[config.mk]
export PLATFORM = sky130hd
export DESIGN_NAME = pwm_capture
export DESIGN_NICKNAME = d
export VERILOG_FILES = /design/src/rtl/pwm_capture.sv
export SDC_FILE = /design/constraint.sdc
export NUM_CORES = 1
export LEC_CHECK = 0
export CAP_MARGIN = 20
export CORE_ASPECT_RATIO = 1.1
export CORE_MARGIN = 8
export CORE_UTILIZATION = 45
export CTS_CLUSTER_SIZE = 40
export DETAILED_ROUTE_END_ITERATION = 7
export PLACE_DENSITY_LB_ADDON = 0.2
export SYNTH_ARGS = -nofsm -noshare
export SYNTH_HDL_FRONTEND = slang
export SYNTH_SLANG_ARGS = --single-unit
[constraint.sdc]
create_clock -name clk -period 7.2 [get_ports clk]
set_input_delay 1.44 -clock clk [delete_from_list [all_inputs] [get_ports clk]]
set_output_delay 1.44 -clock clk [all_outputs]
set_load 0.01 [all_outputs]
[src/rtl/pwm_capture.sv]
// PWM capture: measures high time and period of an incoming PWM line and
// converts them to a duty code floor(high * 2^DUTY_LEN / period) with a
// small restoring divider. Also flags a stuck line and dropped measurements.
module pwm_capture #(
  parameter int unsigned CNT_LEN  = 16,
  parameter int unsigned DUTY_LEN = 3
) (
  input  logic                clk,
  input  logic                rst,
  input  logic                pwm_in_i,
  output logic [DUTY_LEN-1:0] duty_o,
  output logic                duty_valid_o,
  output logic [CNT_LEN-1:0]  period_o,
  output logic [CNT_LEN-1:0]  high_time_o,
  output logic                busy_o,
  output logic                stuck_o,
  output logic                overrun_o,
  output logic                level_o
);

  localparam logic [CNT_LEN-1:0] CntMax = '1;
  localparam int unsigned        ItW    = (DUTY_LEN > 1) ? $clog2(DUTY_LEN) : 1;
  localparam logic [ItW-1:0]     ItLast = ItW'(DUTY_LEN - 1);

  typedef enum logic [1:0] {StIdle, StIter, StDone} div_state_e;

  div_state_e          state_q;
  logic                sync1_q, sync2_q, prev_q;
  logic [CNT_LEN-1:0]  cnt_q, hi_lat_q, div_per_q, div_hi_q;
  logic                armed_q, stuck_q, overrun_q, pend_q, busy_q, dv_q;
  logic [ItW-1:0]      it_q;
  logic [CNT_LEN:0]    rem_q;
  logic [DUTY_LEN-1:0] quo_q, duty_q;
  logic [CNT_LEN-1:0]  period_q, high_q;

  logic                rise, fall, stuck_evt, stuck_req, emit_ok, start;
  logic [CNT_LEN:0]    rem_sh, rem_nx;
  logic                q_bit;
  logic [DUTY_LEN-1:0] quo_nx;

  // Edge detect, stuck detection and one restoring-divider step.
  always_comb begin
    rise      = sync2_q & ~prev_q;
    fall      = ~sync2_q & prev_q;
    stuck_evt = (cnt_q == CntMax) & ~stuck_q & ~rise;
    stuck_req = stuck_evt | pend_q;
    // Stuck strobe may only go out when it cannot collide with a divider strobe.
    emit_ok   = (state_q == StIdle) || (state_q == StDone);
    start     = rise & armed_q & ~busy_q & (state_q == StIdle);
    rem_sh    = rem_q << 1;
    q_bit     = (rem_sh >= {1'b0, div_per_q});
    rem_nx    = q_bit ? (rem_sh - {1'b0, div_per_q}) : rem_sh;
    quo_nx    = (quo_q << 1) | DUTY_LEN'(q_bit);
  end

  // Synchronizer, counter, arming/stuck tracking and the divider FSM.
  always_ff @(posedge clk) begin
    if (!rst) begin
      state_q   <= StIdle;
      sync1_q   <= 1'b0;
      sync2_q   <= 1'b0;
      prev_q    <= 1'b0;
      cnt_q     <= '0;
      hi_lat_q  <= '0;
      div_per_q <= '0;
      div_hi_q  <= '0;
      armed_q   <= 1'b0;
      stuck_q   <= 1'b0;
      overrun_q <= 1'b0;
      pend_q    <= 1'b0;
      busy_q    <= 1'b0;
      dv_q      <= 1'b0;
      it_q      <= '0;
      rem_q     <= '0;
      quo_q     <= '0;
      duty_q    <= '0;
      period_q  <= '0;
      high_q    <= '0;
    end else begin
      sync1_q <= pwm_in_i;
      sync2_q <= sync1_q;
      prev_q  <= sync2_q;
      dv_q    <= 1'b0;

      if (rise) begin
        cnt_q <= CNT_LEN'(1);
      end else if (cnt_q != CntMax) begin
        cnt_q <= cnt_q + CNT_LEN'(1);
      end

      if (fall && armed_q) begin
        hi_lat_q <= cnt_q;
      end

      // First rise after reset/stuck only arms; a rise while dividing is dropped.
      if (rise) begin
        stuck_q <= 1'b0;
        if (!armed_q) begin
          armed_q <= 1'b1;
        end else if (busy_q) begin
          overrun_q <= 1'b1;
        end
      end

      if (stuck_evt) begin
        stuck_q <= 1'b1;
        armed_q <= 1'b0;
      end

      if (stuck_req) begin
        if (emit_ok) begin
          dv_q     <= 1'b1;
          duty_q   <= {DUTY_LEN{sync2_q}};
          period_q <= '0;
          high_q   <= '0;
          pend_q   <= 1'b0;
        end else begin
          pend_q <= 1'b1;
        end
      end

      unique case (state_q)
        StIdle: begin
          if (start) begin
            state_q   <= StIter;
            busy_q    <= 1'b1;
            it_q      <= '0;
            rem_q     <= {1'b0, hi_lat_q};
            quo_q     <= '0;
            div_per_q <= cnt_q;
            div_hi_q  <= hi_lat_q;
          end
        end
        StIter: begin
          rem_q <= rem_nx;
          quo_q <= quo_nx;
          it_q  <= it_q + ItW'(1);
          if (it_q == ItLast) begin
            state_q  <= StDone;
            dv_q     <= 1'b1;
            duty_q   <= quo_nx;
            period_q <= div_per_q;
            high_q   <= div_hi_q;
          end
        end
        StDone: begin
          state_q <= StIdle;
          busy_q  <= 1'b0;
        end
        default: begin
          state_q <= StIdle;
          busy_q  <= 1'b0;
        end
      endcase
    end
  end

  assign duty_o       = duty_q;
  assign duty_valid_o = dv_q;
  assign period_o     = period_q;
  assign high_time_o  = high_q;
  assign busy_o       = busy_q;
  assign stuck_o      = stuck_q;
  assign overrun_o    = overrun_q;
  assign level_o      = sync2_q;

endmodule

==> flow_summary.rst, run 1 <==
.. list-table::
   :header-rows: 1

   * - Metric
     - Value
   * - Post-synthesis net count
     - 682
   * - Max clock buf depth
     - 2
   * - Vertical die dimension
     - 134 um
   * - Die width
     - approximately 120 um
   * - Finish-stage setup viols
     - 0
   * - Post-synth cell types
     - 60
   * - Remaining global-route overflow
     - 0
   * - Power per cell area
     - approximately 240 nW/um^2
   * - Lkg Pwr
     - around 2.5 nW
   * - Sequential-to-total area share from yosys stat
     - 45.9%
   * - Type of the most critical hold path
     - flop to flop
   * - Total net switching power
     - 359 uW
   * - Netlist Area Pre-Place
     - between 5000 and 6000 sq um
   * - Status
     - finished clean
   * - Final Util
     - 54.6%
   * - Clock root cell
     - sky130_fd_sc_hd__clkbuf_16
   * - # IOs
     - 43
   * - Final Max Slew Viols
     - 0
   * - Number of buffers inserted by port buffering
     - 42
   * - Number of levels in the clock H-tree
     - 4
   * - CTS tree
     - yes
   * - Count of hold-fix buffers inserted at cts
     - 0
   * - Met3 layer wire length in the routed design
     - just over 600 um
   * - Maximum frequency from static timing analysis
     - a little under 0.3 GHz
   * - Fraction of registers with async set/reset
     - 0%
   * - CTS resizes
     - 0
   * - Placed wire-length estimate after detailed placement
     - 10,400 um
   * - Top Metal Used
     - met4
   * - Via count of the first global-routing pass
     - 4,661
   * - Final setup skew
     - approximately 0.011 ns
   * - Area grow syn2layout
     - 20.2%
   * - Largest net degree at the start of global routing
     - 71
   * - Number of register bits inferred by synthesis
     - 130
   * - Area of the die
     - approximately 16,000 sq um
   * - Post-route standard cell area excluding fillers
     - 6810 sq um
   * - Drt initial violations
     - between 300 and 400
   * - Clock sink count
     - 130
   * - Average detailed-routed wire length per instance
     - ~17 um
   * - Critical Path Fanout Max
     - 70
   * - Initial standard-cell utilization of the core
     - a little under half
   * - Arrival time reported for the critical path endpoint
     - between 3 and 4 ns
   * - Layout cell share with drive strength beyond 1
     - under 10%
   * - Vias
     - approximately 4,900
   * - Total routed wirelength
     - between 10,000 and 15,000 um
   * - Cell Rows
     - 43
   * - Synth warnings
     - 0
   * - Worst Setup Path Type
     - input port to flop
   * - Transition time at the pin with the least slew margin
     - between 0.7 and 0.8 ns
   * - Source-to-sink clock delay at the later pin of the worst-skew pair
     - approximately 0.4 ns
   * - Clock period minus worst slack
     - 3.37 ns
   * - Final total negative setup slack
     - 0 ns
   * - Switching share of power
     - 21.7%
   * - Metal1 wirelength
     - just under 7000 um
   * - Total setup buffers inserted after CTS
     - 0
   * - Placed inst area
     - 6170 sq um
   * - Sequential power share
     - between 40% and 50%
   * - Final Cycle Share
     - a little under half
   * - Final weighted congestion in routability-driven placement
     - around 0.8
   * - Area of the core
     - approximately 12,000 sq um
   * - Number of nets with antenna violations after routing
     - 0
   * - Antenna violations before repair
     - 0
   * - Global-route wire length before repair
     - 24,100 um
   * - Average vias per placed instance
     - ~5.7
   * - Ys flop type
     - sky130_fd_sc_hd__dfxtp_1
   * - GRT Resource Usage Total
     - 18.5%
   * - Clock-pin slew on the worst setup and hold paths
     - approximately 0.06 ns
   * - Num CTS Buffers
     - 17
   * - Count of flip-flops with a built-in enable after synthesis
     - 0
   * - DRT Pass-1 Iters
     - 5
   * - Antenna diode instance count
     - 0
   * - Met2 wire len
     - around 7400 um
   * - RSZ-0062 raised after global routing
     - no
   * - CP required
     - approximately 7.5 ns
   * - Worst slew slack as a fraction of its limit
     - 49.8%
   * - Critical path launch point type
     - input port
   * - Combinational group share of total power
     - under 10%
   * - Number of design rule violations left after detail routing
     - 0
   * - Peak ir drop on the vdd network
     - around 0.2 mV
   * - Final-stage net count
     - ~700
   * - Mapped Cells
     - 660
   * - Sort of element at the end of the critical path
     - flop
   * - Final hold violation count
     - 0
   * - Internal power contribution
     - ~1.3 mW
   * - Max-capacitance violation count
     - 0
   * - Overall power after layout
     - about 1.7 mW
   * - Power share of the clock group
     - between 50% and 60%
   * - Average cell area after synthesis
     - between 8 and 9 sq um
-- power groups by stage --
stage	Sequential [mW]	Clock, mW	Combinational (mW)
after floorplan	0.741	0	0.0305
after global placement	0.742	0	0.0388
after detailed placement	0.742	0	0.0402
after CTS	0.727	0.899	0.0404
after global routing	0.727	0.930	0.0470
final	0.727	0.884	0.0425
-- cells by family after synthesis --
family	synth area share, %
adders and majority gates	4.33
AOI/OAI and AO/OA	22.1
and+or+nand+nor	18.6
muxes	1.59
buffers and inverters	4.11
DFF	45.9
xor gates and xnor gates	3.40
-- cell usage in the layout, fill, tap and decap left out, types with 5 or more instances in the layout --
master                            synthesis  routed
sky130_fd_sc_hd__ha_1                    18      18
sky130_fd_sc_hd__a41oi_1                  5       5
sky130_fd_sc_hd__and3_1                   8       8
sky130_fd_sc_hd__xor2_1                   6       6
sky130_fd_sc_hd__nand3_1                 15      15
sky130_fd_sc_hd__clkbuf_16                0      17
sky130_fd_sc_hd__a22o_1                  32      32
sky130_fd_sc_hd__nor2_1                  34      33
sky130_fd_sc_hd__nand2b_1                 9       9
sky130_fd_sc_hd__dfxtp_1                130     130
sky130_fd_sc_hd__clkinvlp_4               0       5
sky130_fd_sc_hd__buf_4                    1       5
sky130_fd_sc_hd__nor3_1                  14      14
sky130_fd_sc_hd__a21oi_1                 90      90
sky130_fd_sc_hd__a211oi_1                 5       5
sky130_fd_sc_hd__clkdlybuf4s50_1          0      42
sky130_fd_sc_hd__o21ai_0                 15      15
sky130_fd_sc_hd__o31ai_1                  8       8
sky130_fd_sc_hd__inv_1                   19      19
sky130_fd_sc_hd__xnor2_1                 16      16
sky130_fd_sc_hd__mux2i_1                  9       9
sky130_fd_sc_hd__nand2_1                121     121
-- worst paths after layout --
check / startpoint / depth (start not counted) / end / slack, ns
worst max register to register: div_per_q[8] / 8 / rem_q[15] / 4.36
worst min register to register: sync1_q / 1 / level_o / 0.45
worst min-delay path: sync1_q / 1 / level_o / 0.45
worst max-delay path: rst / 5 / rem_q[1] / 3.83
-- synthesized netlist by cell type, types with 8 or more instances --
cell,instances,area [sq um]
sky130_fd_sc_hd__nand3_1,15,75.1
sky130_fd_sc_hd__mux2i_1,9,90.1
sky130_fd_sc_hd__inv_1,19,71.3
sky130_fd_sc_hd__clkbuf_1,30,113
sky130_fd_sc_hd__ha_1,18,225
sky130_fd_sc_hd__nor3_1,14,70.1
sky130_fd_sc_hd__nand2_1,121,454
sky130_fd_sc_hd__nor2_1,34,128
sky130_fd_sc_hd__xnor2_1,16,140
sky130_fd_sc_hd__nand2b_1,9,56.3
sky130_fd_sc_hd__a22o_1,32,280
sky130_fd_sc_hd__and3_1,8,50.1
sky130_fd_sc_hd__a21oi_1,90,450
sky130_fd_sc_hd__dfxtp_1,130,2600
sky130_fd_sc_hd__o31ai_1,8,60.1
sky130_fd_sc_hd__o21ai_0,15,75.1
-- final cells by class --
type | count | area [sq um]
clock inverter | 14 | 176
multi-input combinational | 471 | 2840
tap | 157 | 196
timing repair buffer | 48 | 485
fill | 1120 | 5670
clock buffer | 18 | 439
inverter | 20 | 75.1
sequential | 130 | 2600
-- metrics by stage --
step	worst slack [ns]	cells	hold WS, ns
after floorplan	4.69	660	0.412
after global placement	3.53	825	0.428
after global routing	3.73	858	0.477
after detailed placement	3.40	825	0.430
final	3.83	858	0.454
after CTS	3.86	857	0.453
-- registers in the layout (all words and copies together), names as in the netlist --
name          flops
period_o         16
overrun_o         1
high_time_o      16
busy_o            1
cnt_q            16
hi_lat_q         16
div_per_q        16
armed_q           1
it_q              2
level_o           1
duty_o            3
state_q           2
pend_q            1
div_hi_q         16
rem_q            16
stuck_o           1
sync1_q           1
quo_q             2
duty_valid_o      1
prev_q            1
-- per-layer routing --
layer	up-vias	global-route usage, %
met5	-	0
met4	0	5.63
met3	11	4.32
met2	96	30.3
met1	2380	23.6
li1	2401	-
-- critical path: stages --
cell,delay [ns]
sky130_fd_sc_hd__clkdlybuf4s50_1,0.80
sky130_fd_sc_hd__inv_2,0.19
sky130_fd_sc_hd__buf_4,0.60
sky130_fd_sc_hd__nor2_1,0.19
sky130_fd_sc_hd__a311o_1,0.39
(Power assumes the default switching activity.)
==> run 2: changes to the inputs <==
clock period = 2.9 ns   (was 7.2 ns; I/O delays follow)
==> flow_summary.rst, run 2 (synthesis gave the netlist of run 1 again) <==
.. list-table::
   :header-rows: 1

   * - Metric
     - Value
   * - Lkg Pwr
     - approximately 2.5 nW
   * - Layout cell share with drive strength beyond 1
     - around 7.5%
   * - Largest net degree at the start of global routing
     - 48
   * - Final hold violation count
     - 0
   * - Critical path launch point type
     - flop
   * - Startpoint of the worst hold path
     - sync1_q
   * - # IOs
     - between 40 and 50
   * - CTS tree
     - yes
   * - Clock-pin slew on the worst setup and hold paths
     - approximately 0.060 ns
   * - R2r endpoint
     - rem_q[14]
   * - Num CTS Buffers
     - 17
   * - Critical Path, Cell by Cell
     - inv_1 > ha_1 > nand4_2 > or2_0 > o41a_1 > o211a_1 > nor2_1 > a21oi_1
   * - Vertical die dimension
     - 134 um
   * - Area grow syn2layout
     - 20.4%
   * - Max-capacitance violation count
     - 0
   * - Clock root cell
     - sky130_fd_sc_hd__clkbuf_16
   * - Number of design rule violations left after detail routing
     - 0
   * - CTS resizes
     - 0
   * - Average vias per placed instance
     - around 5.8
   * - Type of the most critical hold path
     - flop to flop
   * - Finish-stage setup viols
     - 0
   * - Via count of the first global-routing pass
     - about 4,700
   * - Worst hold slack
     - about 0.44 ns
   * - Cell type group with the largest total delay on the critical path
     - compound AO/OA/AOI/OAI gates
   * - Worst slew slack as a fraction of its limit
     - between 50% and 60%
   * - Antenna violations before repair
     - 0
   * - Worst Setup Path Type
     - flop to flop
   * - Critical Path Fanout Max
     - 14
   * - Global-route wire length before repair
     - between 20,000 and 25,000 um
   * - Final Max Slew Viols
     - 0
   * - Commonest cells after routing, fill and taps aside
     - sky130_fd_sc_hd__dfxtp_1, sky130_fd_sc_hd__nand2_1, sky130_fd_sc_hd__a21oi_1
   * - Source-to-sink clock delay at the later pin of the worst-skew pair
     - 0.42 ns
   * - Power per cell area
     - about 610 nW/um^2
   * - Depth of the most critical reg-to-reg path
     - 8
   * - Initial standard-cell utilization of the core
     - between 40% and 50%
   * - Count of hold-fix buffers inserted at cts
     - 0
   * - Antenna diode instance count
     - 0
   * - Average detailed-routed wire length per instance
     - 17.7 um
   * - Area of the die
     - around 16,000 sq um
   * - Sink of the worst hold path
     - level_o
   * - Vias
     - 4,959
   * - Transition time at the pin with the least slew margin
     - just under 0.7 ns
   * - Final total negative setup slack
     - 0 ns
   * - Clock period minus worst slack
     - between 2 and 3 ns
   * - CP required
     - approximately 3.2 ns
   * - Number of nets with antenna violations after routing
     - 0
   * - Total setup buffers inserted after CTS
     - 0
   * - Number of buffers inserted by port buffering
     - between 40 and 50
   * - RSZ-0062 raised after global routing
     - no
   * - GRT Resource Usage Total
     - a little under a fifth
   * - DRT Pass-1 Iters
     - 5
   * - Most frequent standard cell in the layout excluding fill and tap cells
     - sky130_fd_sc_hd__dfxtp_1
   * - Hold path cells
     - 1
   * - Final Cycle Share
     - about nine tenths
   * - Setup slack, reg-to-reg
     - 0.30 ns
   * - Status
     - finished clean
   * - Placed wire-length estimate after detailed placement
     - approximately 11,000 um
   * - Cell Rows
     - between 40 and 50
   * - Maximum frequency from static timing analysis
     - 0.384 GHz
   * - Arrival time reported for the critical path endpoint
     - just under 3 ns
   * - Non-Filler Instances
     - around 860
   * - Die width
     - about 120 um
   * - Critical path startpoint
     - div_per_q[8]
   * - Placed Cells incl. Taps
     - 830
   * - Final weighted congestion in routability-driven placement
     - around 0.86
   * - Final setup skew
     - 0.00576 ns
   * - Remaining global-route overflow
     - 0
   * - Final-stage net count
     - between 700 and 800
   * - Beginning of the worst register-to-register path
     - div_per_q[8]
   * - Peak ir drop on the vdd network
     - about 0.46 mV
   * - Area of the core
     - 12,500 sq um
   * - Number of levels in the clock H-tree
     - 4
   * - Drt initial violations
     - 401
   * - Standard cell with the maximum stage delay on the critical path
     - sky130_fd_sc_hd__o41a_1
   * - Sort of element at the end of the critical path
     - flop
   * - Max stage delay on crit path
     - 0.50 ns
   * - Clock sink count
     - 130
   * - Total routed wirelength
     - 15,200 um
   * - Max clock buf depth
     - 2
   * - Number of buffer and inverter stages on the critical path
     - 1
-- run 2: cell types whose count changed in the layout (fill, tap and decap cells not counted) --
cell | previous run | this run
sky130_fd_sc_hd__buf_16 | 1 | 0
sky130_fd_sc_hd__clkbuf_8 | 1 | 3
sky130_fd_sc_hd__buf_4 | 5 | 10
sky130_fd_sc_hd__clkinvlp_4 | 5 | 2
sky130_fd_sc_hd__clkinv_2 | 1 | 3
sky130_fd_sc_hd__clkinv_4 | 1 | 3
sky130_fd_sc_hd__inv_6 | 4 | 1
-- run 2: worst max path at each step --
stage | to | cells after the start | slack [ns]
finish | rem_q[14] | 8 | 0.30
global route | rem_q[15] | 8 | 0.10
CTS | rem_q[8] | 8 | 0.34
detailed placement | rem_q[15] | 8 | 0.36
global placement | rem_q[15] | 8 | 0.42
floorplan | rem_q[10] | 10 | 0.57
-- run 2: per-stage QoR --
| step | util [%] | power [mW] | area [sq um] | setup WS [ns] |
|---|---|---|---|---|
| after global placement | 49.7 | 1.95 | 6200 | 0.421 |
| after global routing | 54.7 | 4.25 | 6830 | 0.102 |
| after detailed placement | 49.7 | 1.95 | 6200 | 0.356 |
| after CTS | 54.7 | 4.17 | 6830 | 0.345 |
| after floorplan | - | 1.92 | 5670 | 0.572 |
| final | 54.7 | 4.14 | 6830 | 0.297 |
-- run 2: routing by layer --
metal  part of all wire, %  wire length, um  track usage [%]  vias to the layer above
li1                      -                -                -                     2397
met5                     0                0                0                        -
met2                    47             7130             29.6                      144
met1                    46             6940             24.0                     2374
met3                   4.5              684             4.78                       44
met4                   3.1              479             9.31                        0
-- run 2: area by class of cell --
cell class              count  area (sq um)
fillers                  1173          5660
multi-input cells         471          2840
flip-flops and latches    130          2600
inverters                  20          75.1
repair buffers             52           495
clock inverters            12           155
well taps                 157           196
clock buffers              20           467
-- run 2: power breakdown --
group | switching [mW] | internal [mW] | total (mW)
Combinational | 0.0706 | 0.0343 | 0.105
Clock | 0.805 | 1.42 | 2.22
Sequential | 0.0109 | 1.79 | 1.81
-- run 2: worst reg2reg max path: cells and delay by family (launching register included) --
family          cells  cell delay (ns)
compound gates      3             0.92
fa+ha+maj           1             0.41
buf+inv             1             0.05
flops               1             0.35
simple gates        3             0.74
